--- src/rtl/imem_loader.sv ---
// Instruction-memory program loader: streams a program into a 1R1W instruction memory,
// stalls the core while loading, then passes core fetches straight through to memory.
module imem_loader #(
   parameter int unsigned DEPTH = 16,
   parameter int unsigned AW    = 4
) (
   input  logic          clk,
   input  logic          rst,
   input  logic          load_start,
   input  logic [AW:0]   load_len,
   input  logic          load_valid,
   input  logic [31:0]   load_data,
   output logic          load_ready,
   output logic          load_done,
   output logic [31:0]   load_csum,
   output logic          core_stall,
   input  logic [31:0]   fetch_addr,
   output logic [31:0]   fetch_instr,
   output logic          fetch_valid,
   output logic [31:0]   mem_rd_addr,
   output logic [31:0]   mem_wr_addr,
   output logic [31:0]   mem_wr_din,
   output logic          mem_we,
   input  logic [31:0]   mem_rd_dout
);

   localparam logic [31:0] Nop = 32'h0000_0013;

   typedef enum logic [1:0] {StIdle, StLoad, StRun} state_t;

   state_t        state;
   logic [AW-1:0] idx;
   logic [AW:0]   remaining;
   logic [31:0]   csum;
   logic          done;

   logic          xfer;
   logic [AW:0]   len_eff;
   logic          run;

   assign run     = (state == StRun);
   assign xfer    = (state == StLoad) && load_valid;
   // A zero length requests a full-memory session.
   assign len_eff = (load_len == '0) ? (AW+1)'(DEPTH) : load_len;

   always_ff @(posedge clk or negedge rst) begin
      if (!rst) begin
         state     <= StIdle;
         idx       <= '0;
         remaining <= '0;
         csum      <= '0;
         done      <= 1'b0;
      end else begin
         done <= 1'b0;
         unique case (state)
            StIdle, StRun: begin
               if (load_start) begin
                  state     <= StLoad;
                  remaining <= len_eff;
                  idx       <= '0;
                  csum      <= '0;
               end
            end
            StLoad: begin
               if (load_valid) begin
                  idx       <= idx + AW'(1);
                  remaining <= remaining - (AW+1)'(1);
                  csum      <= csum ^ load_data;
                  if (remaining == (AW+1)'(1)) begin
                     state <= StRun;
                     done  <= 1'b1;
                  end
               end
            end
            default: state <= StIdle;
         endcase
      end
   end

   always_comb begin
      mem_wr_addr = '0;
      if (xfer) mem_wr_addr[AW+1:0] = {idx, 2'b00};
   end

   assign mem_we      = xfer;
   assign mem_wr_din  = xfer ? load_data : '0;
   assign load_ready  = (state == StLoad);
   assign core_stall  = !run;
   assign fetch_valid = run;
   assign mem_rd_addr = run ? fetch_addr : '0;
   assign fetch_instr = run ? mem_rd_dout : Nop;
   assign load_done   = done;
   assign load_csum   = csum;

endmodule

--- config.mk ---
export PLATFORM = sky130hd
export DESIGN_NAME = imem_loader
export DESIGN_NICKNAME = d
export VERILOG_FILES = /design/src/rtl/imem_loader.sv
export SDC_FILE = /design/constraint.sdc
export NUM_CORES = 1
export LEC_CHECK = 0
export CAP_MARGIN = 20
export CORE_MARGIN = 8
export CORE_UTILIZATION = 31
export DETAILED_ROUTE_END_ITERATION = 8
export PLACE_DENSITY = 0.82
export RECOVER_POWER = 25
export SLEW_MARGIN = 5
export SYNTH_ARGS = -nofsm -noshare
export SYNTH_HDL_FRONTEND = slang
export SYNTH_SLANG_ARGS = --single-unit
--- constraint.sdc ---
create_clock -name clk -period 1.9 [get_ports clk]
set_clock_uncertainty 0.1 [all_clocks]
set_input_delay 0.57 -clock clk [delete_from_list [all_inputs] [get_ports clk]]
set_output_delay 0.57 -clock clk [all_outputs]
set_load 0.1 [all_outputs]
==> results of run 1 <==
## through the flow
step	setup WS [ns]	setup TNS (ns)	instance area, sq um	hold WS [ns]	total power, mW
floorplan	-0.247	-10.33	3630	0.174	6.79
global placement	-0.596	-36.77	7560	0.321	9.53
detailed placement	-0.631	-40.87	7560	0.329	9.75
CTS	-0.309	-29.51	7960	0.00354	10.9
global route	-0.393	-37.89	8040	0.106	11.4
finish	-0.365	-34.04	8040	0.0830	11.1
## per-layer routing
metal,wire length [microns],vias up,share of wire [%],GRT usage [%]
met5,0,-,0,0
met3,1620,39,8.8,7.66
met2,10300,267,56,52.8
met4,680,0,3.7,9.24
met1,5820,1920,32,24.5
li1,-,1762,-,-
## critical path, delay by kind of cell, from the launching register on
kind                   cells  cell delay (ns)
DFF                        1             0.47
and+or+nand+nor            2             0.40
buffers and inverters      2             0.41
## logic make-up after synthesis
kind of cell | share of synthesized area (%)
AND/OR/NAND/NOR | 29.4
buffers and inverters | 15.7
AO/OA/AOI/OAI | 15.9
flip-flops | 37.3
adder cells (fa/ha/maj) | 1.27
multiplexers | 0.339
other | 0.127
## power breakdown
group	internal (mW)	total (mW)	switching [mW]
combinational	3.06	8.49	5.42
clock	0.431	0.788	0.357
sequential	1.32	1.82	0.496
total	4.82	11.1	6.28
## worst min-delay path by stage
stage	startpoint	end	slack, ns
after CTS	rst	load_csum[25]	0.004
after floorplan	rst	idx[0]	0.17
after global routing	rst	load_csum[25]	0.11
final	rst	load_csum[26]	0.08
after global placement	rst	load_csum[26]	0.32
after detailed placement	rst	load_csum[25]	0.33
## synth_stat cells
master	count	area (sq um)
buf_4	30	225
o2bb2ai_1	3	26.3
nor2b_1	2	12.5
conb_1	1	3.75
nand3_1	2	10.0
o21ai_0	36	180
inv_1	39	146
nand2b_1	5	31.3
nor2_1	35	131
a41o_1	1	10.0
clkbuf_2	4	20.0
dfrtp_1	44	1100
and3_1	2	12.5
clkbuf_1	14	52.6
a22o_1	1	8.76
nor3b_1	3	22.5
nand3b_2	1	11.3
and4b_1	1	10.0
o22ai_1	4	25.0
a311oi_1	1	8.76
ha_1	3	37.5
and2_1	63	394
nor4_1	1	6.26
a22oi_1	2	15.0
buf_2	4	20.0
mux2i_1	1	10.0
o32ai_1	1	8.76
o21bai_1	1	7.51
or3_1	33	206
nor3_1	2	10.0
a21oi_1	36	180
nor4bb_1	1	10.0
## flip-flops by register name, indices dropped and copies added (netlist names)
register,flops
load_csum,32
idx,4
state,2
load_done,1
remaining,5
## what timing repair did
item | in CTS | in global routing
hold buffers | 0 | 0
gates resized for setup | 16 | 6
pin swaps | 5 | 15
setup buffers | 7 | 3
gates cloned | 5 | 2
setup endpoints to repair | 116 | 104
## cell type report
| class | count | area, sq um |
|---|---|---|
| inverters | 39 | 159 |
| diodes | 3 | 7.51 |
| well taps | 129 | 161 |
| clock inverters | 2 | 38.8 |
| multi-input cells | 269 | 1950 |
| flip-flops and latches | 44 | 1100 |
| repair buffers | 310 | 4540 |
| clock buffers | 6 | 82.6 |
| fillers | 418 | 1200 |
==> flow_summary_export.csv, run 1 <==
group,metric,value,unit
route,antenna_left,0,
setup_path,crit_required,1.23,ns
timing,rsz0062_at_grt,"yes",
timing,hold_viol,0,
layout,drive_above_1_share,48.5,%
setup_path,crit_arrival,1.60,ns
setup_path,critical_path.slowest_cell,"dfrtp_2",
logic_synthesis,yosys_warnings,0,
setup_path,path_cells,"nor2b_4 -> buf_12 -> and2_4 -> buf_12",
setup_path,crit_top_cell,"buf_12",
layout,syn_to_final_growth,172,%
timing,period_share,119,%
setup_path,critPathMaxFanout,43,
placed_design,io_buffer_count,241,
cts,cts_htree_levels,2,
floorplanning,placementRows,35,
floorplanning,core,0.00924,sq mm
timing,setup_viol,105,
setup_path,start_kind,"register",
setup_path,r2r-start,"state[0]",
logic_synthesis,syn_inst,377,
grt,grt_pass1_wl,26.5,mm
floorplanning,io-pin-count,270,
timing,slew_viol_final,0,
layout,layout.nets,777,
setup_path,r2r-end,"idx[3]",
cts,cts_buffer_depth,2,
route,drc,0,
cts,clkLatencyLatePin,0.30,ns
placed_design,dpl.hpwl,13.1,mm
timing,setup_ws,-0.365,ns
setup_path,worstSetupPathType,"reg2out",
grt,track_usage,26.4,%
cts,cts-root-buf,"clkbuf_8",
layout,mostFrequentLayoutCell,"buf_12",
setup_path,rrSetupSlack,-0.03,ns
route,wl_per_cell,23.0,microns
pwr,vdd_drop_max,1130,uV
setup_path,reg2reg_depth,7,
cts,numCtsBuffers,5,
route,firstDrtPassIters,5,
route,drt_first_iter_violations,214,
logic_synthesis,seq_area_frac_synth,37.3,%
floorplanning,die_x,114,microns
timing,slew_headroom,43.1,%
layout,final_cell_mix,"141 x buf_12, 102 x clkdlybuf4s50_1, 63 x and2_4",
route,finalWirelength,18.5,mm
setup_path,startpoint,"state[0]",
logic_synthesis,yosysUniqueCellTypes,32,
status,outcome,"finished, violations left",
floorplanning,die_h,114,microns
timing,period_needed,2.27,ns
placed_design,placed_cells,775,
floorplanning,die_area,0.0129,sq mm
grt,grt_pass1_vias,4411,
setup_path,end_kind,"primary output",
grt,grt_max_degree,44,
route,vias,3988,
layout,postLayoutCoreUtil,87.1,%
logic_synthesis,synth.cell_area,0.00296,sq mm
grt,grt_antenna_before_repair,3,
status,violations,"setup timing",
min_path,hold_class,"in2async",
job,cap_viol_max_count,0,
grt,grt_overflow_total,0,
pwr,p_per_area,1380,mW/mm^2
placed_design,place.gp.congestion,0.868,
cts,cts.sinks,44,
route,viasPerCell,4.97,
logic_synthesis,ys_ff_latch,44,
pwr,p_leak,3.53,nW
setup_path,cpPeakStageDelay,0.47,ns
layout,instances_no_fill,802,
timing,worst_slew_pin_slew,0.854,ns
setup_path,endpoint,"mem_rd_addr[13]",
timing,fmax,441,MHz
cts,clkTransAtPathRegs,0.10,ns
cts,cts_tree,"built",
logic_synthesis,syn_avg_cell_area,7.84,sq um
floorplanning,start_util,32.0,%
Power figures use the tool's default switching activity.
==> run 2: changes to the inputs <==
--- a/constraint.sdc
+++ b/constraint.sdc
@@ -4,2 +4,2 @@
 set_output_delay 0.57 -clock clk [all_outputs]
-set_load 0.1 [all_outputs]
+set_load 0.005 [all_outputs]
==> flow_summary_export.csv, run 2 (same netlist as run 1, synthesis figures left out) <==
group,metric,value,unit
layout,multiInputGateArea,0.00191,sq mm
status,violations,"setup timing",
timing,slew_viol_final,0,
floorplanning,start_util,32.0,%
cts,clkTransAtPathRegs,0.09,ns
layout,syn_to_final_growth,132,%
layout,nFillCells,605,
route,antenna_left,0,
min_path,hold_class,"in2async",
setup_path,critPathMaxFanout,8,
floorplanning,die_area,0.0129,sq mm
layout,layout.nets,801,
layout,diodes,0,
cts,cts_buffer_depth,2,
floorplanning,die_h,114,microns
route,met3_length,1.12,mm
placed_design,io_buffer_count,241,
cts,cts-root-buf,"clkbuf_8",
setup_path,start_kind,"register",
cts,numCtsBuffers,5,
grt,grt_pass1_vias,4010,
cts,clkLatencyLatePin,0.29,ns
setup_path,crit_arrival,1.54,ns
grt,grt_antenna_before_repair,0,
floorplanning,core,0.00924,sq mm
route,dr_wl_met2,9.01,mm
placed_design,dpl.hpwl,10.9,mm
pwr,p_leak,3.41,nW
setup_path,crit_required,1.23,ns
grt,grt_pass1_wl,22.4,mm
timing,setup_viol,105,
grt,grt_max_degree,29,
route,firstDrtPassIters,5,
cts,ctsHoldBuffers,0,
placed_design,dp_slack,-0.833,ns
layout,postLayoutCoreUtil,74.3,%
timing,worst_slew_pin_slew,1.04,ns
timing,rsz0062_at_grt,"yes",
placed_design,place.gp.congestion,0.851,
timing,period_needed,2.21,ns
layout,largest_register_ffs,32,
floorplanning,placementRows,35,
status,outcome,"finished, violations left",
layout,final_cell_mix,"123 x clkdlybuf4s50_1, 86 x buf_6, 63 x and2_4",
timing,setup_ws,-0.313,ns
layout,drive_above_1_share,46.5,%
job,cap_viol_max_count,0,
layout,mostFrequentLayoutCell,"clkdlybuf4s50_1",
timing,fmax,452,MHz
route,drt_first_iter_violations,152,
cts,cts_htree_levels,2,
route,finalWirelength,16.7,mm
floorplanning,die_x,114,microns
pwr,p_per_area,883,mW/mm^2
floorplanning,io-pin-count,270,
route,wl_per_cell,20.3,microns
route,drc,0,
layout,seqCellArea,0.00110,sq mm
timing,tns,-26.43,ns
route,viasPerCell,4.79,
timing,hold_viol,0,
setup_path,worstSetupPathType,"reg2out",
timing,slew_headroom,30.9,%
route,routed.top_layer,"met4",
setup_path,end_kind,"primary output",
timing,period_share,116,%
pwr,vdd_drop_max,711,uV
grt,grt_overflow_total,0,
route,vias,3940,
route,met1_length,6.24,mm
grt,track_usage,21.8,%
cts,cts.sinks,44,
cts,cts_tree,"built",
## run 2: what timing repair did
item,CTS,global route
hold endpoints to repair,0,0
setup endpoints to repair,131,150
pin swaps,17,64
cloned,8,6
resized for setup,496,187
buffers inserted,22,9
## run 2: layout make-up
class	instances	area share (%)
clock buffer	6	1.06
clock inverter	2	0.510
inverter	39	2.28
multi-input combinational	269	27.8
sequential	44	16.1
tap	129	2.35
timing repair buffer	334	49.9
## run 2: per-layer routing
layer,vias to the layer above,global-route usage (%)
met4,0,4.71
li1,1817,-
met3,30,5.34
met5,-,0
met2,205,39.6
met1,1888,25.1
## run 2: report_power, final
group	internal (mW)	switching (mW)
registers	1.32	0.303
logic	2.11	1.62
clock network	0.391	0.311
## run 2: per-stage QoR
stage          cells  hold slack (ns)  instance area, sq um  power, mW
6_report         823            0.330                  6860       6.06
5_1_grt          823            0.424                  6860       6.41
4_1_cts          817            0.126                  6080       5.82
3_5_place_dp     779            0.410                  5800       4.50
3_3_place_gp     779            0.379                  5800       4.34
2_1_floorplan    404            0.174                  3060       2.72
## run 2: worst max-delay path: stages (launching register included)
cell and delay, ns:
dfrtp_2 0.43, nor2b_4 0.23, buf_8 0.18, clkbuf_16 0.18
and2_4 0.14, buf_6 0.08
## run 2: final timing paths
path,from,endpoint,slack (ns),cells past startpoint
max in group asynchronous,rst,load_csum[2],0.32,2
setup reg to reg,state[0],idx[3],-0.04,7
hold / removal,rst,idx[3],0.33,1
hold reg to reg,remaining[4],remaining[4],0.43,1
setup / recovery,state[1],mem_rd_addr[15],-0.31,5
min in group clk,remaining[4],remaining[4],0.43,1
==> run 3: changes to the inputs <==
ABC_CLOCK_PERIOD_IN_PS = 1900   (was unset)
CELL_PAD_IN_SITES_DETAIL_PLACEMENT = 1   (was unset)
CELL_PAD_IN_SITES_GLOBAL_PLACEMENT = 1   (was unset)
CORE_UTILIZATION = 20   (was 31)
GPL_TIMING_DRIVEN = 0   (was unset)
==> flow_summary_export.csv, run 3 (same netlist as run 1, synthesis figures left out) <==
group,metric,value,unit
placed_design,dp_slack,-1.33,ns
timing,rsz0062_at_grt,"yes",
floorplanning,start_util,20.4,%
setup_path,crit_top_cell,"buf_6",
layout,final_cell_mix,"125 x clkdlybuf4s50_1, 88 x buf_6, 60 x and2_4",
setup_path,critPathTopFamily,"buffers and inverters",
cts,cts_htree_levels,2,
grt,grt_pass1_vias,4126,
timing,worst_slew_pin_slew,1.08,ns
route,drt_first_iter_violations,118,
layout,mostFrequentLayoutCell,"clkdlybuf4s50_1",
route,viasPerCell,4.35,
route,finalWirelength,17.8,mm
setup_path,end_kind,"primary output",
placed_design,dpl.hpwl,13.1,mm
grt,grt_max_degree,28,
setup_path,crit_arrival,1.60,ns
grt,grt_pass1_wl,23.9,mm
setup_path,crit_required,1.23,ns
cts,cts_buffer_depth,2,
layout,largest_register_ffs,32,
timing,setup_viol,104,
route,firstDrtPassIters,4,
route,drc,0,
timing,period_share,119,%
timing,hold_viol,0,
placed_design,io_buffer_count,241,
timing,fmax,441,MHz
job,cap_viol_max_count,0,
setup_path,start_kind,"register",
cts,cts-root-buf,"clkbuf_16",
setup_path,cpPeakStageDelay,0.45,ns
setup_path,path_buf_inv,4,
cts,clkLatencyLatePin,0.28,ns
floorplanning,die_h,138,microns
cts,cts.sinks,44,
cts,cts_tree,"built",
timing,setup_ws,-0.366,ns
pwr,vdd_drop_max,330,uV
cts,clkTransAtPathRegs,0.07,ns
pwr,p_leak,3.37,nW
setup_path,worstSetupPathType,"reg2out",
timing,tns,-25.69,ns
grt,grt_antenna_before_repair,0,
placed_design,place.gp.congestion,0.853,
timing,slew_headroom,27.9,%
layout,diodes,0,
route,vias,3841,
floorplanning,core,0.0145,sq mm
timing,period_needed,2.27,ns
floorplanning,die_x,138,microns
cts,numCtsBuffers,5,
setup_path,critical_path.slowest_cell,"dfrtp_2",
grt,grt_overflow_total,0,
cts,ctsHoldBuffers,0,
status,violations,"setup timing",
pwr,p_per_area,872,mW/mm^2
pwr,power,5.93,mW
timing,slew_viol_final,0,
route,wl_per_cell,20.1,microns
setup_path,critPathMaxFanout,7,
grt,track_usage,16.4,%
status,outcome,"finished, violations left",
layout,postLayoutCoreUtil,47.0,%
layout,syn_to_final_growth,130,%
floorplanning,die_area,0.0189,sq mm
layout,layout.nets,806,
floorplanning,io-pin-count,270,
min_path,hold_class,"in2async",
setup_path,path_cells,"nor2b_4 -> buf_8 -> buf_6 -> clkbuf_16 -> and2_4 -> buf_6",
route,antenna_left,0,
layout,drive_above_1_share,45.0,%
floorplanning,placementRows,44,
==> run 3: layout make-up <==
type                       instances  area (sq um)
inverter                          39           159
clock buffer                       6           129
tap                              184           230
timing repair buffer             288          2820
fill                            1684          7680
clock inverter                     1          5.00
multi-input combinational        269          1850
sequential                        44          1100
buffer                            51           500
==> run 3: path summary, 6_finish.rpt <==
kind	cells after the start	endpoint	slack (ns)	from
max	6	fetch_instr[11]	-0.37	state[0]
max in group asynchronous	2	load_csum[10]	0.27	rst
max reg2reg	8	load_csum[3]	0.05	state[0]
min in group clk	1	remaining[4]	0.41	remaining[4]
min	1	load_csum[27]	0.36	rst
min reg2reg	1	remaining[4]	0.41	remaining[4]
==> run 3: repair_timing <==
item                                   CTS  global route
cloned                                   4             2
endpoints found under the hold margin    0             0
resized for setup                      525           215
pin swaps                               46            12
setup endpoints to repair              140           144
setup buffers                           28            14
==> run 3: worst reg2reg max path, stage by stage (launching register included) <==
cell	delay [ns]
dfrtp_2	0.42
buf_6	0.12
nand3b_4	0.10
buf_6	0.15
buf_4	0.12
buf_4	0.13
buf_4	0.16
or3_1	0.31
a21oi_1	0.16
==> run 3: through the flow <==
step	hold slack (ns)	cell area [sq um]	instances
final	0.360	6800	882
after global routing	0.436	6800	882
after CTS	0.150	6420	869
after detailed placement	0.394	5710	830
after global placement	0.376	5700	829
after floorplan	0.174	3060	404
==> run 3: routing by layer <==
layer	wire length [microns]	share of wire (%)	up-vias	track usage, %
met4	189	1.1	0	4.28
li1	-	-	1826	-
met5	0	0	-	0
met1	6480	36	1896	18.7
met2	10100	57	109	30.4
met3	1020	5.7	10	3.28
==> run 3: power breakdown <==
group / switching (mW) / total, mW / internal [mW]
registers: 0.313 / 1.64 / 1.33
clock network: 0.343 / 0.821 / 0.478
logic: 1.53 / 3.47 / 1.94
total: 2.19 / 5.93 / 3.74
